**config.mk**
```make
export PLATFORM = sky130hd
export DESIGN_NAME = mem_access_unit
export DESIGN_NICKNAME = d
export VERILOG_FILES = /design/src/rtl/mem_access_unit.sv
export SDC_FILE = /design/constraint.sdc
export NUM_CORES = 1
export LEC_CHECK = 0
export CAP_MARGIN = 20
export CELL_PAD_IN_SITES_DETAIL_PLACEMENT = 0
export CELL_PAD_IN_SITES_GLOBAL_PLACEMENT = 2
export CORE_UTILIZATION = 27
export CTS_CLUSTER_DIAMETER = 60
export DETAILED_ROUTE_END_ITERATION = 10
export MAX_ROUTING_LAYER = met4
export PLACE_DENSITY_LB_ADDON = 0.25
export SLEW_MARGIN = 20
export SYNTH_ARGS = -nofsm -noshare
export SYNTH_HDL_FRONTEND = slang
export SYNTH_SLANG_ARGS = --single-unit
```
**constraint.sdc**
```tcl
create_clock -name clk -period 4.2 [get_ports clk]
set_input_delay 0.84 -clock clk [delete_from_list [all_inputs] [get_ports clk]]
set_output_delay 0.84 -clock clk [all_outputs]
set_load 0.01 [all_outputs]
```
**src/rtl/mem_access_unit.sv**
```systemverilog
// Memory-stage load/store front end: alignment check, byte-lane write generation,
// req/ack handshake with a variable-latency data memory, and the M->W register.
module mem_access_unit #(
  parameter int TIMEOUT = 16
) (
  input  logic        clk,
  input  logic        rst,
  input  logic [31:0] AluOutM,
  input  logic [31:0] StoreDataM,
  input  logic [1:0]  LoadSizeM,
  input  logic [1:0]  StoreSizeM,
  input  logic [2:0]  RegWriteM,
  output logic        mem_req,
  output logic [29:0] mem_addr,
  output logic [3:0]  mem_we,
  output logic [31:0] mem_wdata,
  input  logic        mem_ack,
  input  logic [31:0] mem_rdata,
  output logic        StallM,
  output logic [31:0] LoadDataW,
  output logic [1:0]  LoadedBytesSelectW,
  output logic [2:0]  RegWriteW,
  output logic        MisalignW,
  output logic        BusErrW
);

  typedef enum logic {S_IDLE, S_WAIT} state_t;

  localparam logic [7:0] LAST_WAIT = 8'(TIMEOUT - 1);

  state_t      state;
  logic [7:0]  cnt;
  logic [31:0] lat_addr;
  logic [3:0]  lat_we;
  logic [31:0] lat_wdata;
  logic        lat_load;
  logic [2:0]  lat_rw;

  logic        is_store, is_load, access, aligned, aligned_access, misaligned;
  logic [1:0]  size;
  logic [3:0]  we_m;
  logic [31:0] wdata_m;
  logic        in_wait, timeout_hit;

  // NOTE: every signal gets a default at the top of always_comb so no path leaves it
  // unassigned; a missing default infers a latch.
  always_comb begin
    is_store = (StoreSizeM != 2'b00);
    is_load  = (LoadSizeM != 2'b00) && !is_store;   // store wins an illegal overlap
    size     = is_store ? StoreSizeM : LoadSizeM;
    aligned  = 1'b1;
    case (size)
      2'b10:   aligned = ~AluOutM[0];
      2'b11:   aligned = (AluOutM[1:0] == 2'b00);
      default: aligned = 1'b1;
    endcase
    we_m    = 4'b0000;
    wdata_m = StoreDataM;
    if (is_store) begin
      case (StoreSizeM)
        2'b01: begin
          we_m    = 4'b0001 << AluOutM[1:0];
          wdata_m = {4{StoreDataM[7:0]}};
        end
        2'b10: begin
          we_m    = AluOutM[1] ? 4'b1100 : 4'b0011;
          wdata_m = {2{StoreDataM[15:0]}};
        end
        default: begin
          we_m    = 4'b1111;
          wdata_m = StoreDataM;
        end
      endcase
    end
  end

  assign access         = is_store | is_load;
  assign aligned_access = access & aligned;
  assign misaligned     = access & ~aligned;

  assign in_wait     = (state == S_WAIT);
  assign timeout_hit = in_wait & (cnt == LAST_WAIT);

  // The timeout cycle drops the request, so an ack landing then is not honoured.
  assign mem_req   = ~rst & (in_wait ? ~timeout_hit : aligned_access);
  assign mem_addr  = in_wait ? lat_addr[31:2] : AluOutM[31:2];
  assign mem_we    = mem_req ? (in_wait ? lat_we : we_m) : 4'b0000;
  assign mem_wdata = in_wait ? lat_wdata : wdata_m;
  assign StallM    = in_wait ? (~mem_ack & ~timeout_hit) : (aligned_access & ~mem_ack);

  always_ff @(posedge clk) begin
    if (rst) begin
      state              <= S_IDLE;
      cnt                <= 8'd0;
      LoadDataW          <= 32'd0;
      LoadedBytesSelectW <= 2'd0;
      RegWriteW          <= 3'd0;
      MisalignW          <= 1'b0;
      BusErrW            <= 1'b0;
    end else begin
      MisalignW <= 1'b0;
      BusErrW   <= 1'b0;

      case (state)
        S_IDLE: begin
          if (aligned_access && !mem_ack) begin
            state <= S_WAIT;
            cnt   <= 8'd1;   // the IDLE request cycle already counts as one wait
          end
        end
        default: begin
          if (mem_ack || timeout_hit) begin
            state <= S_IDLE;
            cnt   <= 8'd0;
          end else begin
            cnt <= cnt + 8'd1;
          end
        end
      endcase

      if (StallM) begin
        RegWriteW <= 3'd0;
      end else if (in_wait) begin
        LoadedBytesSelectW <= lat_addr[1:0];
        if (timeout_hit) begin
          BusErrW   <= 1'b1;
          RegWriteW <= 3'd0;
          LoadDataW <= 32'd0;
        end else begin
          LoadDataW <= lat_load ? mem_rdata : 32'd0;
          RegWriteW <= lat_rw;
        end
      end else begin
        LoadedBytesSelectW <= AluOutM[1:0];
        if (misaligned) begin
          MisalignW <= 1'b1;
          RegWriteW <= 3'd0;
          LoadDataW <= 32'd0;
        end else begin
          LoadDataW <= is_load ? mem_rdata : 32'd0;
          RegWriteW <= RegWriteM;
        end
      end
    end
  end

  // NOTE: the latched request copy is pure datapath qualified by the FSM state, so it
  // carries no reset.
  always_ff @(posedge clk) begin
    if (!in_wait && aligned_access && !mem_ack) begin
      lat_addr  <= AluOutM;
      lat_we    <= we_m;
      lat_wdata <= wdata_m;
      lat_load  <= is_load;
      lat_rw    <= RegWriteM;
    end
  end

endmodule

```
==> results_dict.tcl <==
set metrics [dict create \
    met2RoutedLength_mm 8.51 \
    cts_max_level 4 \
    synthAdderAreaFrac_pct 0.911 \
    critical_path.startpoint "StoreSizeM[0]" \
    grt_pass1_wl_mm 25.3 \
    worst_r2r_endpoint "cnt[6]" \
    finish.cell_count_without_fillers 947 \
    synth_top_family_by_area "compound AO/OA/AOI/OAI gates" \
    die_width_um 145 \
    rsz0062_at_grt "false" \
    die_area_sq_um 20900 \
    vias 4476 \
    muxShareOfSynthArea_pct 13.8 \
    detailedPlacementHpwl_mm 11.7 \
    worst_clock_skew_ns 0.00942 \
    number_of_antenna_violations_at_the_first_check_in_global_routing 0 \
    cp_max_fo 8 \
    via_count_of_the_first_global_routing_pass 4420 \
    crit_required_ns 3.36 \
    detail_route.iter0.violations 250 \
    insertion_delay_ns 0.41 \
    area.sequential_sq_um 3130 \
    routed-wl-met3_um 643 \
    grt_util_all_layers_pct 16.9 \
    post-route-period-util_pct 95.7 \
    fp.dieH_um 145 \
    final_max_slew_viol_count 0 \
    drt-wirelength-per-cell_um 17.8 \
    launching_element_type_of_the_critical_path "primary input" \
    io-pin-count 213 \
    max-vdd-ir-drop_uv 258 \
    fmax_mhz 249 \
    power.leakage_nw 3.07 \
    setup_total_negative_slack_ns 0 \
    wl_mm 16.9 \
    outcome "finished, final reports clean" \
    mapped_cell_area_sq_um 5490 \
    drive_above_1_share_pct 17.9 \
    initial_core_util_pct 27.9 \
    placeable_area_sq_um 19700 \
    complex_gate_fraction_of_the_synthesized_area_pct 18.3 \
    post_layout_net_count 780 \
    flow.area_growth_from_synthesis_pct 55.9 \
    tritoncts_clock_tree "done" \
    min_period_ns 4.02 \
    cap_viol_max_count 0 \
    tritoncts.num_buffers 17 \
    setup_crit_path_kind "primary input to output port" \
    hold_viol 0 \
    grt-ovfl-total 0 \
    worst_r2r_path_depth 6 \
    critical_path_arrival_ns 3.18 \
    drt_first_pass_iters 4 \
    launch_instance_of_the_worst_register_to_register_path "in_wait" \
    timing.hold.worst.start "cnt[1]" \
    pwr_density_cell_nw_per_um2 410 \
    slew_of_the_pin_with_the_lowest_slew_margin_ns 0.815 \
    synth.area.top_cells "edfxtp_1, dfxtp_1, mux2_2" \
    clock_tree.root_cell "clkbuf_16" \
    top_layer_used_by_detailed_routing "met4" \
    filler_cell_count 1847 \
    core_rows 51 \
    yosys.area_share.xor_xnor_pct 0 \
    detail-route-antenna-nets 0 \
    hp-class "flip-flop to flip-flop" \
    end_kind "output port" \
    synthesis.instances 457 \
    proportion_of_synthesized_chip_area_in_sequential_cells_pct 56.9 \
    clock_sinks 120 \
    slew-limit-headroom_pct 45.7 \
    synth_top_area_cell "edfxtp_1" \
    synth.top_cell.area_share_pct 39.4 \
    wl_met1_mm 7.40 \
    port_buffers 212 \
    place_inst 915 \
    count_of_unique_library_cells_instantiated_by_yosys 45 \
    drt_drc_violations_left 0 \
    worst_setup_hold_path_clk_slew_ns 0.05 \
    post_syn_nets 567 \
    cts.path.max_buffers 2 \
    multi_input_area_sq_um 2170 \
    timing.reg2reg.setup_slack_ns 1.96 \
    synth.avg_cell_area_sq_um 12.0 \
    grt_max_degree 73 \
    gp_congestion 0.779 \
    setup-violations-final 0 \
    synth_warnings 0 \
    endpoint "mem_wdata[19]" \
    per_cell_via_count_in_the_routed_design 4.73 \
    yosys_register_bits 120 \
    postCtsHoldBufs 0 \
    antenna_cells 0 \
    simple_logic_cell_fraction_of_the_synthesized_area_pct 6.31 \
]
## worst min-delay path by stage
stage	end	slack, ns	cells past startpoint
2_1_floorplan	cnt[7]	0.45	1
3_3_place_gp	cnt[1]	0.47	2
3_5_place_dp	cnt[7]	0.48	1
4_1_cts	cnt[1]	0.49	2
5_1_grt	cnt[1]	0.51	2
6_report	cnt[1]	0.48	2
## worst max-delay path, cell delays in order
cell and delay [ns]:
clkdlybuf4s50_1 0.51, inv_1 0.08, ha_1 0.30, nand2b_1 0.14, nor2_2 0.39, a22o_1 0.21
mux2_2 0.15, clkdlybuf4s50_1 0.55
## routing by layer
metal / up-vias / global-route usage [%]
li1: 2168 / -
met1: 2179 / 20.3
met2: 110 / 27.2
met3: 19 / 4.07
met4: 0 / 6.37
met5: - / -
## state kept, by name, indices dropped and copies added, names as in the netlist
signal	flops
RegWriteW	3
LoadedBytesSelectW	2
lat_we	4
lat_addr	32
LoadDataW	32
MisalignW	1
lat_rw	3
BusErrW	1
cnt	8
lat_wdata	32
in_wait	1
lat_load	1
## timing repair
item	CTS	global route
resized for setup	0	11
endpoints found under the setup margin	0	22
setup buffers	0	1
## kinds of logic (layout without fill, tap and decap cells)
| logic type | Yosys count | after routing |
|---|---|---|
| adders and majority gates | 4 | 4 |
| buffers and inverters | 46 | 271 |
| DFF | 120 | 120 |
| and+or+nand+nor | 77 | 77 |
| muxes | 68 | 68 |
| AOI/OAI and AO/OA | 142 | 142 |
## cell usage in the layout (no fill, tap or decap), drive strengths merged, types with 17 or more instances in the layout
| master | Yosys | final |
|---|---|---|
| o21ai | 17 | 17 |
| a21oi | 43 | 43 |
| buf | 9 | 18 |
| dfxtp | 48 | 48 |
| clkbuf | 27 | 18 |
| a31o | 34 | 34 |
| nand2 | 45 | 45 |
| clkdlybuf4s50 | 0 | 207 |
| edfxtp | 72 | 72 |
| mux2 | 62 | 62 |
## Yosys cell counts (all sizes together)
cell type  count
edfxtp        72
mux2          62
dfxtp         48
nand2         45
a21oi         43
a31o          34
clkbuf        27
o21ai         17
a22o          16
a22oi         11
nor2          10
buf            9
inv            9
a211oi         6
mux2i          6
and3           4
ha             4
a311oi         3
nor2b          3
nor3           3
o21a           3
or2            3
a41oi          2
and2           2
nand2b         2
nor3b          2
o211ai         2
a2111o         1
a21o           1
a31oi          1
clkinv         1
nand3          1
nor4           1
nor4b          1
o31ai          1
o32ai          1
## where the power goes
group          internal [W]  total [W]  leakage (nW)  switching [W]
Sequential          0.00133    0.00137          1.07      0.0000351
Clock              0.000985    0.00152         0.290       0.000532
Combinational      0.000348   0.000624          1.71       0.000275
## per-stage QoR
step	total power [W]	cell area, sq um	worst slack [ns]	hold slack (ns)	utilization [%]
after floorplan	0.00166	5490	0.249	0.452	-
after global placement	0.00201	7920	0.0451	0.467	40.2
after detailed placement	0.00202	7920	0.0102	0.480	40.2
after CTS	0.00356	8530	0.0103	0.487	43.2
after global routing	0.00365	8560	0.0307	0.514	43.4
final	0.00351	8560	0.181	0.485	43.4
## cell type report
type / instances / share of cell area, %
clock inverter: 13 / 2.09
clock buffer: 18 / 5.01
timing repair buffer: 230 / 26.7
sequential: 120 / 36.5
tap: 265 / 3.87
inverter: 10 / 0.438
multi-input combinational: 291 / 25.4
No activity file was read; power rests on OpenSTA's default activity.
==> RTL change (same settings) <==
Set the parameter `TIMEOUT` to 8 (it was 16).
--- a/src/rtl/mem_access_unit.sv
+++ b/src/rtl/mem_access_unit.sv
@@ -1,7 +1,7 @@
 // Memory-stage load/store front end: alignment check, byte-lane write generation,
 // req/ack handshake with a variable-latency data memory, and the M->W register.
 module mem_access_unit #(
-  parameter int TIMEOUT = 16
+  parameter int TIMEOUT = 8
 ) (
   input  logic        clk,
   input  logic        rst,
Formal check against the unedited RTL: same outputs for any inputs over 4 cycles, from zero or initial values and one cycle with rst high; that may be too few to reach the edited logic, so the function may still have changed.
==> RTL change against the original RTL <==
Power is 1.5% lower. Register-to-register slack worse by 0.37 ns. Clock skew increased by 0.0034 ns. Cell area grew 1.2%. Synthesized cell count grew 1.1%. Non-clock buffer count fell by 1. Setup slack better by 0.0040 ns. Routed wire length is 0.38% lower. Via count grew 1.3%. Synthesized area is 2.6% higher. Sequential cell count did not move.
==> RTL change: results (changes against the original RTL) <==
stage,metric,value,unit,change
drt,met3 WL post-DR,801,um,+25%
global_routing,met1 usage,20.1,%,-0.26 points
clock_network,clock buffer depth,2,,unchanged
global_routing,Total GRT Usage,16.3,%,-0.58 points
worst_hold_path,Worst Min Path Start,cnt[6],,
setup_path,WP data arrival,3.17,ns,about the same
logic_synthesis,post-synthesis mux area share,12.9,%,-0.88 points
global_routing,initial antenna violation count,0,,unchanged
placement,GP Congestion,0.767,,-1.5%
logic_synthesis,Post-Synth Adder-Cell Area,0.888,%,-0.023 points
logic_synthesis,ranking of synthesized cells by area,"edfxtp_1 (38%), dfxtp_1 (17%), mux2_2 (12%)",,
global_routing,met3 usage,4.03,%,-0.042 points
clock_network,clk_lat worst skew,0.42,ns,
logic_synthesis,number of flops mapped to enable cells by yosys,72,,unchanged
logic_synthesis,post-synthesis compound-gate area fraction,18.0,%,-0.21 points
drt,Met1 Wirelength,7.53,mm,+1.8%
cells_and_area,biggest regs,"LoadDataW: 32 flops, lat_addr: 32 flops, lat_wdata: 32 flops",,
logic_synthesis,syn_area_per_cell,12.2,um^2,+1.5%
placement,Post-Place Worst Slack,0.0443,ns,+0.0341 ns
logic_synthesis,asr flop ratio synth,0,%,unchanged
drt,top layer in use,met4,,
logic_synthesis,sequential cell area fraction in the yosys report,55.4,%,-1.4 points
status,status,"complete, no violations",,
clock_network,Root Driver,clkbuf_16,,
global_routing,vias in the first global route,4492,,+1.6%
placement,hpwl dp,11.8,mm,+1.1%
drt,initial drt markers,250,,unchanged
placement,Area after DPL,0.00805,mm^2,+1.7%
drt,met2 WL,8.13,mm,-4.5%
cells_and_area,Layout Cells excl Fill,959,,+1.3%
global_routing,largest net degree at the start of global routing,45,,-38%
drt,WL per Instance,17.5,um,-1.6%
sta,Fin Clk Skew,0.0128,ns,+0.00335 ns
global_routing,first-pass GRT wire length,25.9,mm,+2.3%
logic_synthesis,fraction of synthesized cell area in xor and xnor cells,0.311,%,+0.31 points
cells_and_area,share of cells above drive strength 1,19.4,%,+1.6 points
placement,placed instance count,925,,+1.1%
setup_path,origin of the critical flop-to-flop path,in_wait,,
setup_path,worst reg2reg setup slack,1.59,ns,-0.37 ns
pwr,Max IR drop VDD,0.256,mV,-0.75%
drt,routed vias/inst,4.73,,about the same
sta,Slew HR,43.9,%,-1.8 points
setup_path,RR Endpoint,lat_addr[3],,
drt,drt pass-1 iters,6,,+2
global_routing,M2 GR Usage,25.5,%,-1.7 points
sta,Hold WS,0.538,ns,+0.0539 ns
worst_hold_path,hold worst-path end,cnt[6],,
worst_hold_path,Worst Hold Class,flip-flop to flip-flop,,
placement,Port Buf Inserts,212,,unchanged
logic_synthesis,"top cells by count, synth","edfxtp_1 (72), mux2_2 (62), dfxtp_1 (48)",,
cells_and_area,Nets,786,,+0.77%
pwr,LEAKAGE,3.06,nW,-0.35%
setup_path,reg2reg path depth,5,,-1
cells_and_area,FILL cells,1902,,+3.0%
logic_synthesis,Syn Nets,572,,+0.88%
cells_and_area,ANT cells,0,,unchanged
RTL change: changes by cell type in the layout (fill, tap and decap cells not counted), sizes merged, moves of 4 or more:
cell | before | now
a211oi | 6 | 2
clkdlybuf4s50 | 207 | 211
clkinv | 6 | 2
dlymetal6s2s | 5 | 1
inv | 10 | 18
nand2 | 45 | 22
nand2b | 2 | 34
nor3 | 3 | 7
RTL change: worst max path at each step:
stage | startpoint | end | slack [ns] | depth (start not counted)
2_1_floorplan | StoreSizeM[0] | lat_addr[0] | 0.48 | 8
3_3_place_gp | StoreSizeM[0] | mem_wdata[9] | 0.09 | 8
3_5_place_dp | StoreSizeM[0] | mem_wdata[22] | 0.04 | 8
4_1_cts | StoreSizeM[0] | mem_wdata[9] | 0.04 | 8
5_1_grt | StoreSizeM[0] | mem_we[2] | 0.02 | 11
6_report | StoreSizeM[0] | mem_wdata[19] | 0.19 | 8
RTL change: cell type report:
cell class / instances / area [um^2] / share of cell area, %
Multi-Input combinational cell: 299 / 2320 / 26.8
Timing Repair Buffer: 229 / 2260 / 26.1
Sequential cell: 120 / 3120 / 36.1
Inverter: 9 / 33.8 / 0.390
Clock buffer: 17 / 425 / 4.91
Clock inverter: 15 / 159 / 1.83
Tap cell: 270 / 338 / 3.90
RTL change: worst max-delay path, delay by kind of cell:
kind | cells | cell delay, ns
AOI/OAI and AO/OA | 1 | 0.21
adders and majority gates | 1 | 0.29
buffers and inverters | 3 | 1.13
muxes | 1 | 0.15
and+or+nand+nor | 2 | 0.54
RTL change: where the power goes:
part	switching, mW	internal, mW	leakage [nW]
clock	0.615	0.840	0.279
combinational	0.286	0.357	1.71
sequential	0.0266	1.33	1.07
total	0.928	2.53	3.06
